**config.mk**
```make
export PLATFORM = sky130hd
export DESIGN_NAME = superkekb_revo_receiver
export DESIGN_NICKNAME = d
export VERILOG_FILES = /design/src/rtl/superkekb_pkg.sv /design/src/rtl/superkekb_revo_edge_finder.sv /design/src/rtl/superkekb_revo_receiver.sv
export SDC_FILE = /design/constraint.sdc
export NUM_CORES = 1
export LEC_CHECK = 0
export ABC_CLOCK_PERIOD_IN_PS = 9300
export CAP_MARGIN = 20
export CORE_MARGIN = 3
export CORE_UTILIZATION = 39
export CTS_BUF_LIST = sky130_fd_sc_hd__clkbuf_16
export DETAILED_ROUTE_END_ITERATION = 10
export PLACE_DENSITY_LB_ADDON = 0.15
export SLEW_MARGIN = 20
export SYNTH_ARGS = -nofsm -noshare
export SYNTH_HDL_FRONTEND = slang
export SYNTH_SLANG_ARGS = --single-unit
export TNS_END_PERCENT = 100
```
**constraint.sdc**
```tcl
create_clock -name clock -period 9.3 [get_ports clock]
set_clock_uncertainty 0.1 [all_clocks]
set_input_delay 0.93 -clock clock [delete_from_list [all_inputs] [get_ports clock]]
set_output_delay 0.93 -clock clock [all_outputs]
set_load 0.02 [all_outputs]
```
**src/rtl/superkekb_pkg.sv**
```systemverilog
// Shared constants and state encoding for the SuperKEKB revolution-marker receiver.
package superkekb_pkg;

  localparam int QUAD_BUNCHES_PER_REVOLUTION = 1280;
  localparam int REVO_WORD_WIDTH             = 8;

  typedef enum logic [1:0] {
    HUNT,
    VERIFY,
    LOCKED
  } revo_state_t;

endpackage

```
**src/rtl/superkekb_revo_edge_finder.sv**
```systemverilog
// Finds the 0->1 transition in the revo bit stream and reports its bit phase within the word.
module superkekb_revo_edge_finder
  import superkekb_pkg::*;
(
  input  logic                       clock,
  input  logic                       reset,
  input  logic [REVO_WORD_WIDTH-1:0] revo_word,
  output logic                       edge_valid,
  output logic [2:0]                 phase,
  output logic                       glitch
);

  // Only the last bit of the previous word can precede an edge, so only it is kept.
  logic                       prev_word_lsb;
  logic [REVO_WORD_WIDTH:0]   bit_stream;
  logic [REVO_WORD_WIDTH-1:0] rising;

  // NOTE: sequential state uses <= so every flop samples pre-edge values regardless of statement order.
  always_ff @(posedge clock) begin
    if (reset) prev_word_lsb <= 1'b1;
    else       prev_word_lsb <= revo_word[0];
  end

  // NOTE: every combinational output gets a default first so no path leaves it unassigned (no latch).
  always_comb begin
    phase      = '0;
    bit_stream = {prev_word_lsb, revo_word};
    rising     = bit_stream[REVO_WORD_WIDTH-1:0] & ~bit_stream[REVO_WORD_WIDTH:1];
    for (int k = 0; k < REVO_WORD_WIDTH; k++) begin
      if (rising[k]) phase = 3'(REVO_WORD_WIDTH - 1 - k);
    end
    edge_valid = ($countones(rising) == 1);
    glitch     = ($countones(rising) > 1);
  end

endmodule

```
**src/rtl/superkekb_revo_receiver.sv**
```systemverilog
// Revolution-marker receiver: hunts for the revo edge, verifies the period, then flywheels
// the quad-bunch index while counting bad revolutions.
module superkekb_revo_receiver
  import superkekb_pkg::*;
#(
  parameter int QUAD_BUNCHES = QUAD_BUNCHES_PER_REVOLUTION,
  parameter int INDEX_WIDTH  = 11,
  parameter int LOCK_COUNT   = 4,
  parameter int UNLOCK_COUNT = 2
) (
  input  logic                       clock,
  input  logic                       reset,
  input  logic [REVO_WORD_WIDTH-1:0] revo_word,
  output logic [INDEX_WIDTH-1:0]     quad_bunch_index,
  output logic [2:0]                 bit_phase,
  output logic                       revo_strobe,
  output logic                       locked,
  output logic                       edge_error,
  output logic [15:0]                error_count
);

  localparam int GOOD_WIDTH = $clog2(LOCK_COUNT + 1);
  localparam int BAD_WIDTH  = $clog2(UNLOCK_COUNT + 1);
  localparam logic [INDEX_WIDTH-1:0] LAST_INDEX    = INDEX_WIDTH'(QUAD_BUNCHES - 1);
  localparam logic [GOOD_WIDTH-1:0]  LOCK_TARGET   = GOOD_WIDTH'(LOCK_COUNT);
  localparam logic [BAD_WIDTH-1:0]   UNLOCK_TARGET = BAD_WIDTH'(UNLOCK_COUNT);

  revo_state_t            state;
  logic [GOOD_WIDTH-1:0]  good_count;
  logic [BAD_WIDTH-1:0]   bad_count;
  logic                   edge_valid;
  logic [2:0]             edge_phase;
  logic                   glitch;

  logic                   expected;
  logic                   match;
  logic                   missing;
  logic                   misplaced;
  logic [GOOD_WIDTH-1:0]  good_next;
  logic [BAD_WIDTH-1:0]   bad_next;
  logic [INDEX_WIDTH-1:0] index_next;

  superkekb_revo_edge_finder u_edge_finder (
    .clock      (clock),
    .reset      (reset),
    .revo_word  (revo_word),
    .edge_valid (edge_valid),
    .phase      (edge_phase),
    .glitch     (glitch)
  );

  // A glitch word has edge_valid low, so on the expected word it falls into 'missing'.
  always_comb begin
    expected   = (quad_bunch_index == LAST_INDEX);
    match      = expected && edge_valid && (edge_phase == bit_phase);
    missing    = expected && !edge_valid;
    misplaced  = edge_valid && !match;
    good_next  = good_count + GOOD_WIDTH'(1);
    bad_next   = bad_count + BAD_WIDTH'(1);
    index_next = expected ? '0 : quad_bunch_index + INDEX_WIDTH'(1);
  end

  always_ff @(posedge clock) begin
    if (reset) begin
      state            <= HUNT;
      quad_bunch_index <= '0;
      bit_phase        <= '0;
      revo_strobe      <= 1'b0;
      locked           <= 1'b0;
      edge_error       <= 1'b0;
      error_count      <= '0;
      good_count       <= '0;
      bad_count        <= '0;
    end else begin
      edge_error  <= glitch;
      revo_strobe <= 1'b0;
      case (state)
        HUNT: begin
          quad_bunch_index <= '0;
          if (edge_valid) begin
            state       <= VERIFY;
            bit_phase   <= edge_phase;
            good_count  <= '0;
            revo_strobe <= 1'b1;
          end
        end

        VERIFY: begin
          if (match) begin
            quad_bunch_index <= '0;
            revo_strobe      <= 1'b1;
            good_count       <= good_next;
            if (good_next == LOCK_TARGET) begin
              state     <= LOCKED;
              locked    <= 1'b1;
              bad_count <= '0;
            end
          end else if (missing) begin
            state            <= HUNT;
            quad_bunch_index <= '0;
          end else if (misplaced) begin
            // Unexpected edge or wrong phase: reseed the period from this word.
            quad_bunch_index <= '0;
            bit_phase        <= edge_phase;
            good_count       <= '0;
            revo_strobe      <= 1'b1;
          end else begin
            quad_bunch_index <= index_next;
          end
        end

        LOCKED: begin
          // Flywheel: the index only follows its own period, never the incoming edges.
          quad_bunch_index <= index_next;
          revo_strobe      <= expected;
          if (match) begin
            bad_count <= '0;
          end else if (missing || misplaced) begin
            bad_count <= bad_next;
            if (error_count != 16'hFFFF) error_count <= error_count + 16'd1;
            if (bad_next == UNLOCK_TARGET) begin
              state            <= HUNT;
              locked           <= 1'b0;
              quad_bunch_index <= '0;
              revo_strobe      <= 1'b0;
            end
          end
        end

        default: state <= HUNT;
      endcase
    end
  end

endmodule

```
# Yosys cells after proc, flatten, opt, wreduce, memory -nomap -nowiden

Cells that the tools add are included.

Bits in registers: 41
Bits in latches: 0
Memory bits (writable): 0
ROM bits: 0
Input port bits: 10
Output and inout bits: 33
Word-level logic and storage cells: 117
Memories: 0

Add/subtract/negate cells: 11
Multiply operators: 0
Div/mod/pow operators: 0
$lt $le $gt $ge: 1
Equal/unequal tests: 22
Shift-type cells: 0
Mux-type cells: 53
Bitwise logic cells: 3
Reductions and logical operators: 17

Operators by type and width:

| operator              | number |
|---|---|
| $add 32x32->32        | 3 |
| $mux 11               | 7 |
| $mux 3                | 16 |
| $pmux 11 s3           | 1 |
| $eq 32x2->1 const B   | 1 |
| $gt 32x2->1 const B   | 1 |
| $mux 2                | 11 |
| $ne 2x2->1 const B    | 9 |
| $add 16x1->16 const B | 1 |
| $ne 16x16->1 const B  | 1 |
| $ne 3x3->1 const B    | 5 |
| $mux 1                | 12 |
| $pmux 3 s2            | 2 |
| $reduce_and 4->1      | 3 |
| $reduce_and 6->1      | 2 |
| $add 11x1->11 const B | 1 |
| $eq 11x11->1 const B  | 1 |
| $add 1x1->2           | 4 |
| $and 8x8->8           | 1 |
| $not 8->8             | 1 |
| $pmux 2 s3            | 1 |
| $reduce_and 5->1      | 1 |
| $eq 2x2->1 const B    | 2 |
| $logic_and 1x1->1     | 4 |
| 14 further kinds      | 16 |

# Longest topological paths before layout

Depth in word-level cells: 18
Gate-level depth with buffers: 15
Gate-level depth less buffers: 15

# Modules after synthesis

A second synthesis with hierarchy kept.

Cell total of the unflattened synthesis: 307
Area, all modules: 2580.0 µm²

Modules (own cells, without submodules):

| module                     | times used | cells an instance | area each (µm²) | sequential area each (µm²) |
|---|---|---|---|---|
| superkekb_revo_receiver    | 1          | 264               | 2217.1          | 800.8 |
| superkekb_revo_edge_finder | 1          | 43                | 362.8           | 20.0 |

# Worst setup path before layout

No wires, ideal clock.

Path type: input-to-reg
Start: input revo_word[5]
End: register error_count[11]
Data arrival time: 4.341 ns
Path slack: 4.735 ns
Cell stages on the path: 15
Cells stage by stage: and2b_1 -> a21o_1 -> inv_1 -> fa_1 -> inv_1 -> fa_1 -> ha_1 -> fa_1 -> nor4b_4 -> nor2_2 -> a311o_1 -> buf_6 -> buf_6 -> nor4_2 -> mux2_1

Word-level cells in the longest chain between the ends: 12

RTL lines:

| what                                                                               | RTL line                                                           | text |
|---|---|---|
| from (decl)                                                                        | superkekb_revo_receiver.sv:13                                      | `input logic [REVO_WORD_WIDTH-1:0] revo_word,` |
| $not 8->8                                                                          | superkekb_revo_edge_finder.sv:28                                   | `rising = bit_stream[REVO_WORD_WIDTH-1:0] & ~bit_stream[REVO_WORD_WIDTH:1];` |
| $and 8x8->8 *                                                                      | superkekb_revo_edge_finder.sv:28                                   |  |
| $add 1x1->2 (implied by the code) / $mux 3 (equally long branches)                 | superkekb_revo_edge_finder.sv:32, superkekb_revo_edge_finder.sv:30 |  |
| $add 32x32->32 (implied by the code) / $mux 3 (equally long branches) (2 in a row) | superkekb_revo_edge_finder.sv:32, superkekb_revo_edge_finder.sv:30 |  |
| $eq 32x2->1 / $mux 3 (equally long branches)                                       | superkekb_revo_edge_finder.sv:32, superkekb_revo_edge_finder.sv:30 |  |
| $logic_and 1x1->1 / $eq 3x3->1 (equally long branches)                             | superkekb_revo_receiver.sv:55                                      | `match = expected && edge_valid && (edge_phase == bit_phase);` |
| $logic_and 1x1->1                                                                  | superkekb_revo_receiver.sv:55                                      |  |
| $logic_not 1->1                                                                    | superkekb_revo_receiver.sv:57                                      | `misplaced = edge_valid && !match;` |
| $logic_and 1x1->1                                                                  | superkekb_revo_receiver.sv:57                                      |  |
| $logic_or 1x1->1                                                                   | superkekb_revo_receiver.sv:118                                     | `end else if (missing \|\| misplaced) begin` |
| $reduce_and 4->1 (no line) *                                                       | --                                                                 |  |
| to (signal assigned)                                                               | superkekb_revo_receiver.sv:120                                     | `if (error_count != 16'hFFFF) error_count <= error_count + 16'd1;` |
| to (decl)                                                                          | superkekb_revo_receiver.sv:19                                      | `output logic [15:0] error_count` |

Mark *: on every way between the ends. The rest lies on a longest branch, timed or not.
A chain may end at the register's enable or synchronous reset.

# Final worst setup path

Start: input revo_word[5]
End: register error_count[7]

The elaborated chain is that of the path after synthesis.

==> Flow_metrics.wiki <==
{| class="wikitable"
! Metric !! Value
|-
| EDFF count, synth || 0
|-
| Clock tree from TritonCTS || done
|-
| Count of yosys warnings during synthesis || 0
|-
| Chip Width || approximately 89 um
|-
| Highest-utilization routing layer at the global route stage || met2
|-
| Crit path kind || in2reg
|-
| Final total power || 0.000484 W
|-
| Average vias per placed instance || 5.45
|-
| Global-route total usage across every layer || 0.152
|-
| Routability cong. || 0.851
|-
| Worst Path Arrival || 5220 ps
|-
| Power density relative to cell area || 147 mW/mm2
|-
| Tightest slew margin relative to the limit || 0.542
|-
| CTS Hold Buffers Added || 0
|-
| Number of top-level pins || between 40 and 50
|-
| Clock network latency to the later pin of the worst-skew pair || between 200 and 300 ps
|-
| Pin count of the biggest net entering global routing || 52
|-
| Number of port buffers || 42
|-
| Clock H-tree levels || 2
|-
| Wire length of the first global-routing pass || 9.68 mm
|-
| HPWL reported at the end of detailed placement || 4.14 mm
|-
| Final Cycle Share || 0.554
|-
| Vias || 2366
|-
| Count of buffers added by post-CTS timing repair for setup || 0
|-
| GRT Residual Overflow || 0
|-
| Count of standard-cell rows || 29
|-
| Top cells by area in the synthesized netlist || sky130_fd_sc_hd__dfxtp_1 31%, sky130_fd_sc_hd__ha_1 5.6%, sky130_fd_sc_hd__nor2_1 4.8%
|-
| Peak supply drop || 0.0803 mV
|-
| Fin crit period || 5150 ps
|-
| Diodes inserted || 0
|-
| Total cell area at the placement stage || between 0.003 and 0.004 mm2
|-
| Initial core utilization || 0.410
|-
| Gate count after technology mapping || ~310
|-
| Die Ht || 88.7 um
|-
| Largest area contributor in the netlist || sky130_fd_sc_hd__dfxtp_1
|-
| Final Setup Violations || 0
|-
| Worst slack, placed || 3850 ps
|-
| Area overhead of the layout relative to synthesis || 23.8%
|-
| Final hold viol count || 0
|-
| Most used cells in the layout excluding fill and tap cells || 42 x sky130_fd_sc_hd__clkdlybuf4s50_1, 41 x sky130_fd_sc_hd__dfxtp_1, 34 x sky130_fd_sc_hd__nor2_1
|-
| First-pass DRT Iterations || 4
|-
| Setup slack of the most critical reg-to-reg path || 5710 ps
|-
| ANT nets after route || 0
|-
| Buffer levels on the longest clock path || 2
|-
| Number of pins with negative max-slew slack in the final report || 0
|-
| Initial antenna violation count || 0
|-
| Max Cap Violations || 0
|-
| Slew at the pin closest to its max-slew limit || 686 ps
|-
| Clock sink count || 41
|-
| Violation count after the first detailed-routing iteration || 113
|-
| Fraction of final layout cells with drive strength greater than 1 || 0.0672
|-
| Worst Setup End Kind || flop
|-
| Register area share after synthesis || 0.308
|-
| Status || completed
|-
| Required time at the endpoint of the critical path || 9370 ps
|-
| Count of cells resized by post-cts repair || 0
|-
| Vias in the first global route || 2183
|-
| WL per Instance || ~13 um
|-
| CORE AREA || roughly 0.0065 mm2
|-
| Top fanout value on the critical path || 19
|-
| Share of synthesized registers carrying an async set or reset || 0
|-
| Final worst setup slack || 4150 ps
|-
| Grt met2 use || 0.248
|-
| Fraction of met3 tracks used by global routing || 0.0261
|-
| Area share of the largest cell type after synthesis || 0.308
|-
| Post-route DRC violation count || 0
|-
| Post-synthesis instance area || 0.00267 mm2
|-
| Met1 Track Usage GR || 0.204
|-
| Achievable Freq || 0.194 GHz
|-
| Setup TNS || 0 ps
|-
| Layout Cell Area excl Fill || 0.00330 mm2
|-
| Post-Syn Area per Cell || roughly 8.5 um2
|-
| Die area || 0.00786 mm2
|-
| Hold Crit Class || reg2reg
|-
| Clock-pin slew on the worst setup and hold paths || ~60 ps
|-
| Leakage power || 1.25 nW
|-
| Most used flip-flop cell after synthesis || sky130_fd_sc_hd__dfxtp_1
|-
| Wire length after detailed routing || 5.77 mm
|-
| Flop and latch count out of synthesis || 41
|-
| Count of unique library cells instantiated by Yosys || 64
|-
| Number of CTS-inserted buffers || 5
|-
| Most common cell after layout, fill and taps aside || sky130_fd_sc_hd__clkdlybuf4s50_1
|-
| RSZ-0062 raised after global routing || false
|-
| Fin nets || roughly 380
|-
| Clock Tree Root || sky130_fd_sc_hd__clkbuf_16
|-
| Startpoint type of the worst setup path || input pin
|}
## cell families after synthesis
group / after synthesis / synth area share
buffers and inverters: 27 / 0.0479
DFF: 41 / 0.308
and+or+nand+nor: 143 / 0.323
other: 2 / 0.00282
AOI/OAI and AO/OA: 69 / 0.171
xor gates and xnor gates: 2 / 0.00657
muxes: 13 / 0.0540
adders and majority gates: 16 / 0.0864
## metal layers
| layer | wire (um) | up-vias |
|---|---|---|
| met5 | 0 | - |
| met4 | 50 | 0 |
| met3 | 174 | 5 |
| met2 | 2700 | 36 |
| met1 | 2850 | 1120 |
| li1 | - | 1205 |
## metrics by stage
step	utilization	hold slack, ps	instances
finish	0.508	373	434
global route	0.508	421	434
CTS	0.508	375	434
detailed placement	0.483	366	426
global placement	0.483	362	426
floorplan	-	350	315
## Yosys cell counts (all sizes together), types with 6 or more instances
| cell | count |
|---|---|
| a21oi | 20 |
| and3 | 6 |
| dfxtp | 41 |
| ha | 12 |
| inv | 18 |
| mux2 | 11 |
| nand2 | 21 |
| nand2b | 7 |
| nor2 | 36 |
| nor2b | 17 |
| nor4 | 14 |
| o21ai | 25 |
## report_power, final
part           switching [W]  total [W]  internal [W]
Sequential        0.00000478   0.000186      0.000181
Combinational      0.0000618   0.000105     0.0000436
Clock              0.0000681   0.000193      0.000125
## flip-flops by register name, summed over array words and instances (netlist names)
| name | cells |
|---|---|
| bad_count | 2 |
| bit_phase | 3 |
| edge_error | 1 |
| error_count | 16 |
| good_count | 3 |
| locked | 1 |
| quad_bunch_index | 11 |
| revo_strobe | 1 |
| state | 2 |
| u_edge_finder.prev_word_lsb | 1 |
## final cells by class
| class | instances | area [um2] |
|---|---|---|
| repair buffers | 43 | 428 |
| multi-input cells | 247 | 1720 |
| inverters | 18 | 67.6 |
| fillers | 625 | 3200 |
| clock buffers | 5 | 125 |
| flip-flops and latches | 41 | 821 |
| clock inverters | 3 | 37.5 |
| well taps | 77 | 96.3 |
## worst max-delay path, stage by stage
cell and delay, ps:
sky130_fd_sc_hd__clkdlybuf4s50_1 500, sky130_fd_sc_hd__and2b_1 220, sky130_fd_sc_hd__a21o_1 170, sky130_fd_sc_hd__inv_1 140, sky130_fd_sc_hd__fa_1 190, sky130_fd_sc_hd__inv_1 50
sky130_fd_sc_hd__fa_1 450, sky130_fd_sc_hd__ha_1 220, sky130_fd_sc_hd__fa_1 510, sky130_fd_sc_hd__nor4b_4 400, sky130_fd_sc_hd__nor2_2 110, sky130_fd_sc_hd__a311o_1 560
sky130_fd_sc_hd__nor4_1 400, sky130_fd_sc_hd__mux2_1 350
## path summary, 6_finish.rpt
check             cells past startpoint                                   start                          end
setup reg to reg                     10  u_edge_finder.prev_word_lsb$_SDFF_PP1_  error_count[7]$_SDFFE_PP0P_
hold / removal                        2               bad_count[1]$_SDFFE_PP0P_    bad_count[1]$_SDFFE_PP0P_
hold reg to reg                       2               bad_count[1]$_SDFFE_PP0P_    bad_count[1]$_SDFFE_PP0P_
setup / recovery                     14                            revo_word[5]  error_count[7]$_SDFFE_PP0P_
Note: power is estimated with default switching activity, not from simulation.
==> RTL edit (same flow settings) <==
Add an input register stage for `revo_word`; this delays it by one clock.
--- a/src/rtl/superkekb_revo_receiver.sv
+++ b/src/rtl/superkekb_revo_receiver.sv
@@ -27,2 +27,8 @@
 
+  logic [REVO_WORD_WIDTH-1:0] revo_word_q;
+
+  always_ff @(posedge clock) begin
+    revo_word_q <= revo_word;
+  end
+
   revo_state_t            state;
@@ -45,3 +51,3 @@
     .reset      (reset),
-    .revo_word  (revo_word),
+    .revo_word  (revo_word_q),
     .edge_valid (edge_valid),
Behaviour: not the same (Yosys sat finds a counterexample within 4 cycles, from zero or initial values and one cycle with reset high).
==> RTL edit against the original RTL <==
Synthesized area grew 12%. Setup slack lost 0.16 ns. Utilization shrank 1.5 points. Wire length grew 9.1%. Sequential cell count grew 8. Sequential power grew 22%. Design area grew 9.4%. Total power grew 6.0%. Critical endpoint is now error_count[0]. Largest cell class unchanged. Highest routed layer unchanged.
==> RTL edit: results (changes against the original RTL) <==
[worst_setup_path]
crit_arrival_ns = 5.38  ; +0.16 ns
rr_startpoint = revo_word_q[2]
crit_path_max_fanout = 28  ; +9
crit_family = adder cells
critPathMaxStageDelay_ns = 0.93  ; +0.37 ns
startpoint_type = flop
cp_slowest_cell = o311ai_4

[layout]
finalNetCount = 417  ; +9.2%
fillers = 706  ; +13%
drive_gt1_share_pct = 6.99  ; +0.27 points
antennaDiodeCount = 0  ; unchanged
reg.largest.list = error_count (16), quad_bunch_index (11), revo_word_q (8)

[route]
wl_microns = 6300  ; +9.1%
drt_iter0_drc = 93  ; -18%
drt_pass1_iterations = 4  ; unchanged
vias = 2513  ; +6.2%
vias_per_cell = 5.18  ; -5.0%

[clock_network]
postCtsSetupBuffers = 0  ; unchanged
htree_levels = 2  ; unchanged

[power]
ir_worst_vdd_mv = 0.0728  ; -9.3%
total_leakage_power_uw = 0.00136  ; +9.4%

[grt]
grt_pass1_vias = 2319  ; +6.2%
grt_max_degree = 48  ; -7.7%
grt_pass1_wl_microns = 10800  ; +12%
grt_usage_pct = 15.3  ; +0.076 points
antenna_found_initial = 0  ; unchanged

[synthesis]
ys_seq_area_share_pct = 33.0  ; +2.2 points
synthArstFlopShare_pct = 0  ; unchanged
synthTopCellsByArea = dfxtp_1 33%, ha_1 7.6%, nand2_1 3.9%
avgSynthCellArea_sq_um = 8.53  ; +0.17%
synth_nets = 381
synth_common_cells = 49 x dfxtp_1, 31 x nand2_1, 21 x inv_1, 21 x nor2_1, 19 x o21ai_0
yosysUniqueCellTypes = 61  ; -4.7%

[placed_design]
dpl_worst_slack_ns = 3.97  ; +0.126 ns
dp.cells = 477  ; +12%
place.detailed.hpwl_microns = 4600  ; +11%
routabilityCongestion = 0.797  ; -6.3%

[worst_hold_path]
hp-start = good_count[1]

[timing]
worst_pin_slew_ns = 0.970  ; +0.284 ns

[status]
status = finished, final reports clean

==> RTL edit: stage by stage <==
step	instance area (sq um)	total power [uW]	utilization (%)	hold WS, ns
floorplan	2980	314	-	0.318
global placement	3470	345	47.4	0.359
detailed placement	3470	345	47.4	0.375
CTS	3610	523	49.3	0.384
global route	3610	544	49.3	0.402
finish	3610	513	49.3	0.377
==> RTL edit: kinds of logic after synthesis <==
family | after synthesis | share of synthesized area (%)
fa+ha+maj | 22 | 10.3
mux | 8 | 2.82
flops | 49 | 33.0
simple gates | 155 | 29.9
buf+inv | 35 | 4.54
compound gates | 76 | 17.8
xor+xnor | 4 | 1.68
==> RTL edit: worst paths after layout <==
path                                       end  slack (ns)  cells after the start
worst max register to register  error_count[0]        3.99                     16
worst max-delay path            error_count[0]        3.99                     16
worst min-delay path             good_count[1]        0.38                      2
worst min register to register   good_count[1]        0.38                      2
==> RTL edit: final cells by class <==
class                      instances  area share, %
clock buffer                       5           3.47
clock inverter                     3          0.381
inverter                          21           2.18
tap                               99           3.43
timing repair buffer              43           11.9
multi-input combinational        265           51.5
sequential                        49           27.2
==> RTL edit: metal layers <==
metal  vias to the layer above  share of wire [%]  wire length (microns)  global-route usage, %
met5                         -                  0                      0                      0
met4                         0               0.94                     59                   5.25
met3                         5                3.6                    226                   2.74
met2                        41                 44                   2800                   23.1
met1                      1155                 51                   3210                   21.8
li1                       1312                  -                      -                      -
==> RTL edit: worst reg2reg max path, delay by kind of cell, from the launching register on <==
family                     cells  cell delay, ns
and+or+nand+nor                6            1.47
DFF                            1            0.34
adders and majority gates      5            1.85
muxes                          1            0.35
AOI/OAI and AO/OA              1            0.93
buffers and inverters          3            0.17
==> RTL edit: where the power goes <==
part | internal, uW | total [uW] | switching (uW)
combinational | 46.2 | 114 | 67.7
sequential | 218 | 226 | 8.00
clock | 97.7 | 173 | 74.8
